<file path="src/rtl/gcd_arb_pkg.sv">
// Shared types and sizing helpers for the GCD request arbiter.
// The optional statistics block in the top is enabled with GCD_ARB_STATS_EN.
package gcd_arb_pkg;

    typedef enum logic [1:0] {
        IDLE = 2'd0,
        SEND = 2'd1,
        WAIT = 2'd2
    } arb_state_e;

    localparam int W_DEF     = 16;
    localparam int OPND_W    = W_DEF;
    localparam int MSG_W_DEF = 2 * W_DEF;

    // Width of a requester index; a single bit is kept even for tiny configurations.
    function automatic int idx_w(input int n);
        return (n > 1) ? $clog2(n) : 1;
    endfunction

endpackage

</file>
<file path="src/rtl/gcd_rr_pick.sv">
// Combinational round-robin picker: first asserted bit at or after ptr_i, wrapping.
module gcd_rr_pick
    import gcd_arb_pkg::*;
#(
    parameter int N  = 4,
    parameter int IW = idx_w(N)
) (
    input  logic [N-1:0]  val_i,
    input  logic [IW-1:0] ptr_i,
    output logic [N-1:0]  grant_o,
    output logic [IW-1:0] idx_o,
    output logic          any_o
);

    always_comb begin
        grant_o = '0;
        idx_o   = '0;
        any_o   = 1'b0;
        for (int k = 0; k < N; k++) begin
            int          c;
            logic [IW-1:0] ci;
            c = int'(ptr_i) + k;
            if (c >= N) c = c - N;
            ci = IW'(c);
            if (!any_o && val_i[ci]) begin
                any_o       = 1'b1;
                grant_o[ci] = 1'b1;
                idx_o       = ci;
            end
        end
    end

endmodule

</file>
<file path="src/rtl/gcd_req_arbiter.sv">
// Shares one GCD unit among NUM_REQ requesters, one transaction in flight, round-robin.
// Define GCD_ARB_STATS_EN to add per-requester completion and busy-cycle counters.
//
// Handshakes on every interface: a beat transfers on a rising edge where val and rdy
// are both high; val never depends combinationally on the same interface's rdy.
module gcd_req_arbiter
    import gcd_arb_pkg::*;
#(
    parameter int NUM_REQ = 4,
    parameter int W       = W_DEF,
    localparam int IW     = idx_w(NUM_REQ)
) (
    input  logic                   clk,
    input  logic                   reset_n,
    input  logic [NUM_REQ-1:0]     req_val,
    output logic [NUM_REQ-1:0]     req_rdy,
    input  logic [NUM_REQ*2*W-1:0] req_msg,
    output logic [NUM_REQ-1:0]     resp_val,
    input  logic [NUM_REQ-1:0]     resp_rdy,
    output logic [W-1:0]           resp_msg,
    output logic                   gcd_req_val,
    input  logic                   gcd_req_rdy,
    output logic [2*W-1:0]         gcd_req_msg,
    input  logic                   gcd_resp_val,
    output logic                   gcd_resp_rdy,
    input  logic [W-1:0]           gcd_resp_msg,
    output logic                   busy,
    output arb_state_e             dbg_state,
    output logic [IW-1:0]          dbg_ptr
`ifdef GCD_ARB_STATS_EN
    ,
    output logic [NUM_REQ*16-1:0]  stat_done,
    output logic [31:0]            stat_busy
`endif
);

    arb_state_e       state_q, state_d;
    logic [IW-1:0]    ptr_q, ptr_d;
    logic [IW-1:0]    owner_q, owner_d;
    logic [2*W-1:0]   opnd_q, opnd_d;

    logic [NUM_REQ-1:0] pick_grant;
    logic [IW-1:0]      pick_idx;
    logic               pick_any;
    logic               resp_fire;

    gcd_rr_pick #(
        .N  (NUM_REQ),
        .IW (IW)
    ) u_pick (
        .val_i   (req_val),
        .ptr_i   (ptr_q),
        .grant_o (pick_grant),
        .idx_o   (pick_idx),
        .any_o   (pick_any)
    );

    assign resp_fire = (state_q == WAIT) && gcd_resp_val && resp_rdy[owner_q];

    always_ff @(posedge clk or negedge reset_n) begin
        if (!reset_n) begin
            state_q <= IDLE;
            ptr_q   <= '0;
            owner_q <= '0;
            opnd_q  <= '0;
        end else begin
            state_q <= state_d;
            ptr_q   <= ptr_d;
            owner_q <= owner_d;
            opnd_q  <= opnd_d;
        end
    end

    // The pointer moves only when a response completes, never on grant.
    always_comb begin
        state_d = state_q;
        ptr_d   = ptr_q;
        owner_d = owner_q;
        opnd_d  = opnd_q;
        case (state_q)
            IDLE: begin
                if (pick_any) begin
                    opnd_d  = req_msg[2*W*int'(pick_idx) +: 2*W];
                    owner_d = pick_idx;
                    state_d = SEND;
                end
            end
            SEND: begin
                if (gcd_req_rdy) state_d = WAIT;
            end
            WAIT: begin
                if (resp_fire) begin
                    ptr_d   = (owner_q == IW'(NUM_REQ - 1)) ? '0 : owner_q + 1'b1;
                    state_d = IDLE;
                end
            end
            default: state_d = IDLE;
        endcase
    end

    // req_rdy is gated by reset so nothing can look accepted while reset is held.
    always_comb begin
        req_rdy      = '0;
        resp_val     = '0;
        resp_msg     = '0;
        gcd_req_val  = 1'b0;
        gcd_req_msg  = opnd_q;
        gcd_resp_rdy = 1'b0;
        busy         = (state_q != IDLE);
        case (state_q)
            IDLE: req_rdy = pick_grant & {NUM_REQ{reset_n}};
            SEND: gcd_req_val = 1'b1;
            WAIT: begin
                resp_val[owner_q] = gcd_resp_val;
                resp_msg          = gcd_resp_msg;
                gcd_resp_rdy      = resp_rdy[owner_q];
            end
            default: ;
        endcase
    end

    assign dbg_state = state_q;
    assign dbg_ptr   = ptr_q;

`ifdef GCD_ARB_STATS_EN
    logic [15:0] done_cnt_q [NUM_REQ];
    logic [31:0] busy_cnt_q;

    always_ff @(posedge clk or negedge reset_n) begin
        if (!reset_n) begin
            for (int i = 0; i < NUM_REQ; i++) done_cnt_q[i] <= '0;
            busy_cnt_q <= '0;
        end else begin
            if (busy) busy_cnt_q <= busy_cnt_q + 32'd1;
            if (resp_fire) done_cnt_q[owner_q] <= done_cnt_q[owner_q] + 16'd1;
        end
    end

    for (genvar g = 0; g < NUM_REQ; g++) begin : g_stat
        assign stat_done[16*g +: 16] = done_cnt_q[g];
    end
    assign stat_busy = busy_cnt_q;
`endif

endmodule

</file>
<file path="config.mk">
export PLATFORM = sky130hd
export DESIGN_NAME = gcd_req_arbiter
export DESIGN_NICKNAME = d
export VERILOG_FILES = /design/src/rtl/gcd_arb_pkg.sv /design/src/rtl/gcd_rr_pick.sv /design/src/rtl/gcd_req_arbiter.sv
export SDC_FILE = /design/constraint.sdc
export NUM_CORES = 1
export LEC_CHECK = 0
export CAP_MARGIN = 20
export CORE_ASPECT_RATIO = 1.75
export CORE_MARGIN = 2
export CORE_UTILIZATION = 38
export CTS_CLUSTER_DIAMETER = 150
export DETAILED_ROUTE_END_ITERATION = 7
export PLACE_DENSITY = 0.89
export SLEW_MARGIN = 20
export SYNTH_ARGS = -nofsm -noshare
export SYNTH_HDL_FRONTEND = slang
export SYNTH_HIERARCHICAL = 1
export SYNTH_SLANG_ARGS = --single-unit
export TNS_END_PERCENT = 5
</file>
<file path="constraint.sdc">
create_clock -name clk -period 5.5 [get_ports clk]
set_input_delay 1.1 -clock clk [delete_from_list [all_inputs] [get_ports clk]]
set_output_delay 1.1 -clock clk [all_outputs]
set_load 0.01 [all_outputs]
</file>
==> results.toml, run 1 <==
[floorplanning]
core.rowCount = 43
io_pins = 219
core_mm2 = 0.00786
fp.dieArea_mm2 = 0.00876
start_util = 0.387
die_w_um = 71.6
die_h_um = 122

[clock_network]
numCtsBuffers = 5
hold_buffers = 0
ctsLongestPathBuffers = 2
cts_tree = "built"
cts_resized = 0
insertion_delay_ps = 280
numClockSinks = 38
cts_max_level = 2
cts_setup_buffers = 0
clock-root-buffer = "clkbuf_16"
clk_pin_slew_ps = 60

[setup_path]
cp_slowest_cell = "mux4_2"
max_stage_delay_ps = 660
arrival_ps = 3630
crit_path_start_kind = "primary input"
criticalPathCategory = "primary input to output pin"
path_cells = "clkdlybuf4s50_1 > mux4_2 > nor4b_4 > a22oi_1 > o21ai_0 > and3_1 > clkdlybuf4s50_1"
crit_path_max_fanout = 13
required_ps = 4400
worstSetupEndpointType = "output pin"
path_common_cell = "clkdlybuf4s50_1"

[route]
drc = 0
drt-vias-per-instance = 5.32
wire_per_inst_um = 18.6
routed_wl_um = 9490
final_antenna_net_count = 0
drt-initial-drc-count = 124
vias = 2718
first_pass_iters = 4

[place]
io_buffers = 218
placed_cell_area_mm2 = 0.00522
dp_hpwl_um = 7900
globalplace.congestion = 0.863
place_inst = 503

[timing]
finalHoldWorstSlack_ps = 512
rsz0062_at_grt = "no"
fin_crit_sh = 0.860
fin_skew_ps = 6.76
drv_slew = 0
setup_viol = 0
slew_headroom = 0.352
timing.fmax_mhz = 211
hold_violations = 0
worstMarginPinSlew_ps = 972
finalCriticalPeriod_ps = 4730
tns_ps = 0

[power]
power_frac_clock = 0.120
vdd_drop_max_v = 0.000329
share_comb_of_total_power = 0.700
p_sw_uw = 1080
switching_share = 0.345
p_per_area_mw_per_mm2 = 576
intPower_uw = 2040
p_leak_uw = 0.00219
p_seq_frac = 0.180

[grt]
grt_max_degree = 39
first_global_vias = 2932
track_usage = 0.214
antenna_found_initial = 0
grt_pass1_wl_um = 14400
gr-total-overflow = 0

[yosys]
syn_inst = 208
syn_area_per_cell_um2 = 14.6
syn_nets = 373
ys.warnings.count = 6
synth_edf_count = 0
ys.flop_type = "dfrtp_1"
synth_seq_cells = 38
syn_area_mm2 = 0.00304
yosysSeqAreaShare = 0.313
yosysUniqueCellTypes = 34
async_reset_ff_frac = 1.00

[layout]
postLayoutCellArea_mm2 = 0.00542
fin_cells = 511
drive_gt1_frac = 0.211
area_growth_pct = 78.1
fin_util = 0.690
fin_nets = 585
antenna_cells = 0
final_cell_mix = "clkdlybuf4s50_1 (217), dfrtp_1 (38), mux4_2 (32)"
final_common_cell = "clkdlybuf4s50_1"

[flow_run]
max_cap_violations = 0

[status]
status = "completed"

[worst_hold_path]
hold_path_class = "flop to flop"
flip-flops by register name (all words and copies together) (netlist names):
register	cells
owner_q	2
gcd_req_msg	32
dbg_state	2
dbg_ptr	2
kinds of logic (layout without fill, tap and decap cells):
logic type | Yosys count | in the layout | synth area share
compound gates | 20 | 20 | 0.0461
mux | 76 | 76 | 0.460
fa+ha+maj | 9 | 9 | 0.0370
buf+inv | 25 | 238 | 0.0613
flops | 38 | 38 | 0.313
simple gates | 40 | 40 | 0.0831
worst max-delay path, delay by kind of cell:
family,cells,cell delay (ps)
mux,1,660
buf+inv,2,1020
compound gates,2,230
simple gates,2,620
per-layer routing:
metal  GRT usage  up-vias  wire length [µm]  part of all wire
li1            -     1233                 -                 -
met1       0.207     1305              2930              0.31
met2       0.422      164              5550              0.58
met3      0.0608       16               796             0.084
met4      0.0625        0               223             0.023
met5           0        -                 0                 0
cell usage after synthesis (2+ instances only):
master / instances / share of area
and2_1: 18 / 0.037
a22oi_1: 8 / 0.020
ha_1: 9 / 0.037
nand2_1: 2 / 0.0025
mux4_2: 32 / 0.24
dfrtp_1: 38 / 0.31
o21ai_0: 5 / 0.0082
nor2b_1: 2 / 0.0041
clkbuf_1: 4 / 0.0049
buf_12: 3 / 0.020
buf_6: 4 / 0.015
and3_1: 8 / 0.016
mux2_2: 9 / 0.033
buf_4: 3 / 0.0074
mux4_1: 5 / 0.043
buf_2: 2 / 0.0033
mux2_4: 29 / 0.14
inv_1: 8 / 0.0099
nor2_1: 4 / 0.0049
power groups by stage:
stage / registers, µW / logic, µW / clock network [µW]
6_report: 562 / 2190 / 374
5_1_grt: 584 / 2340 / 397
4_1_cts: 563 / 2220 / 382
3_5_place_dp: 563 / 2220 / 0
3_3_place_gp: 556 / 2150 / 0
2_1_floorplan: 596 / 1580 / 0
layout make-up:
type                       instances  area (µm²)
tap                               90         113
fill                             580        2440
clock buffer                       5         125
sequential                        38         951
multi-input combinational        145        1920
inverter                           8        30.0
clock inverter                     3        68.8
timing repair buffer             222        2210
stage by stage:
stage               worst slack [ps]  total power, µW
floorplan                       2000             2170
global placement                 936             2710
detailed placement               796             2780
CTS                              800             3160
global route                     665             3320
finish                           769             3120
path summary, 6_finish.rpt:
check | from | end | slack [ps] | cells past startpoint
setup / recovery | req_val[3] | req_rdy[1] | 770 | 7
hold / removal | gcd_req_msg[7] | gcd_req_msg[7] | 510 | 1
setup reg to reg | dbg_ptr[0] | gcd_req_msg[0] | 1770 | 7
hold reg to reg | gcd_req_msg[7] | gcd_req_msg[7] | 510 | 1
max in group asynchronous | reset_n | gcd_req_msg[16] | 4190 | 2
min in group asynchronous | reset_n | dbg_state[0] | 960 | 2
(Power assumes the default switching activity.)
==> run 2: changes to the inputs <==
--- a/config.mk
+++ b/config.mk
@@ -7,3 +7,3 @@
 export LEC_CHECK = 0
-export CAP_MARGIN = 20
+export CAP_MARGIN = 10
 export CORE_ASPECT_RATIO = 1.75
==> constraint.sdc (replaced) <==
create_clock -name clk -period 5.5 [get_ports clk]
set_input_delay 0.55 -clock clk [delete_from_list [all_inputs] [get_ports clk]]
set_output_delay 0.55 -clock clk [all_outputs]
set_load 0.01 [all_outputs]
==> run 2 against run 1 <==
Effect of this change:
- setup slack better by 820 ps
- utilization shrank 0.080 points
- first-iteration DRC count increased by 64%
- sequential power barely moved
- fmax is 21% higher
- register-to-register slack improved by 20 ps
- critical path type is now flop to output pin
- highest routed layer unchanged
==> results.toml, run 2 (synthesis gave the netlist of run 1 again) <==
[power]
p_leak_uw = 0.00219
vdd_drop_max_v = 0.000391
p_seq_frac = 0.181
p_sw_uw = 1070
switching_share = 0.344
share_comb_of_total_power = 0.698
p_per_area_mw_per_mm2 = 575
intPower_uw = 2040
power_frac_clock = 0.121

[route]
drt-vias-per-instance = 5.41
final_antenna_net_count = 0
vias = 2759
routed_wl_um = 9550
first_pass_iters = 4
drc = 0
wire_per_inst_um = 18.7
drt-initial-drc-count = 203

[setup_path]
arrival_ps = 3370
criticalPathCategory = "flop to output pin"
required_ps = 4950
crit_family = "flip-flops"
path_buf_inv = 2
path_cells = "inv_1 > ha_1 > mux4_2 > nor4b_4 > a22oi_1 > o21ai_0 > and3_1 > clkdlybuf4s50_1"
crit_path_start_kind = "flop"
worstSetupEndpointType = "output pin"
max_stage_delay_ps = 710
crit_path_max_fanout = 15
cp_slowest_cell = "dfrtp_1"

[timing]
slew_headroom = 0.354
hold_violations = 0
setup_viol = 0
worstMarginPinSlew_ps = 968
rsz0062_at_grt = "no"
timing.fmax_mhz = 255
tns_ps = 0
drv_slew = 0
finalCriticalPeriod_ps = 3920
fin_crit_sh = 0.712
fin_skew_ps = 5.61

[floorplanning]
fp.dieArea_mm2 = 0.00876
core.rowCount = 43
die_h_um = 122
io_pins = 219
die_w_um = 71.6
start_util = 0.387
core_mm2 = 0.00786

[clock_network]
cts_resized = 0
hold_buffers = 0
numClockSinks = 38
cts_max_level = 2
ctsLongestPathBuffers = 2
clk_pin_slew_ps = 60
cts_setup_buffers = 0
cts_tree = "built"
clock-root-buffer = "clkbuf_16"
numCtsBuffers = 5
insertion_delay_ps = 280

[layout]
drive_gt1_frac = 0.210
antenna_cells = 0
area_growth_pct = 77.9
largest_reg_flops = 32
final_common_cell = "clkdlybuf4s50_1"
postLayoutCellArea_mm2 = 0.00541
fin_nets = 584
final_cell_mix = "clkdlybuf4s50_1 (217), dfrtp_1 (38), mux4_2 (32)"

[grt]
first_global_vias = 2959
grt_max_degree = 39
antenna_found_initial = 0
grt_pass1_wl_um = 14600
track_usage = 0.215
gr-total-overflow = 0

[flow_run]
max_cap_violations = 0

[status]
status = "completed"

[place]
dp_hpwl_um = 7650
io_buffers = 218
placed_cell_area_mm2 = 0.00521
globalplace.congestion = 0.807

[worst_hold_path]
hold_path_class = "primary input to asynchronous set/reset pin"
[run 2: cell types whose count changed in the layout (fill, tap and decap cells not counted)]
cell,delta
and2_2,-1
and2_4,+1
buf_4,-1
[run 2: power groups by stage]
stage                     Combinational [µW]  Clock, µW  Sequential [µW]
after floorplan                         1580          0              596
after global placement                  2130          0              560
final                                   2170        378              564
after CTS                               2200        388              564
after global routing                    2330        399              586
after detailed placement                2200          0              563
[run 2: cell type report]
cell class,count,area (µm²)
Inverter,8,30.0
Multi-Input combinational cell,145,1920
Sequential cell,38,951
Fill cell,578,2440
Clock inverter,3,68.8
Clock buffer,5,125
Tap cell,90,113
Timing Repair Buffer,221,2200
[run 2: worst reg2reg max path, stage by stage (launching register included)]
cell      delay, ps
dfrtp_1         710
inv_1           140
ha_1            380
mux4_2          440
o311ai_0        370
a32o_2          830
mux4_2          460
mux2_4          270
[run 2: final timing paths]
check / startpoint / end / slack (ps) / depth (start not counted)
setup / recovery: dbg_ptr[0] / req_rdy[3] / 1580 / 8
hold / removal: reset_n / dbg_state[0] / 420 / 2
setup reg to reg: dbg_ptr[0] / gcd_req_msg[21] / 1790 / 7
hold reg to reg: gcd_req_msg[29] / gcd_req_msg[29] / 500 / 1
max in group asynchronous: reset_n / gcd_req_msg[11] / 4730 / 2
min in group clk: gcd_req_msg[29] / gcd_req_msg[29] / 500 / 1
[run 2: layer usage]
metal,vias up,routed length [µm],track usage
li1,1234,-,-
met1,1346,3180,0.225
met2,164,5380,0.406
met3,15,795,0.0550
met4,0,193,0.0731
met5,-,0,0
[run 2: through the flow]
stage	util	hold WS, ps	power [µW]	setup WS, ps	std cells
global route	0.689	479	3320	1380	510
global placement	0.664	494	2690	1890	502
CTS	0.688	438	3150	1610	510
detailed placement	0.664	496	2760	1780	502
finish	0.689	422	3110	1580	510
floorplan	-	254	2170	2330	208
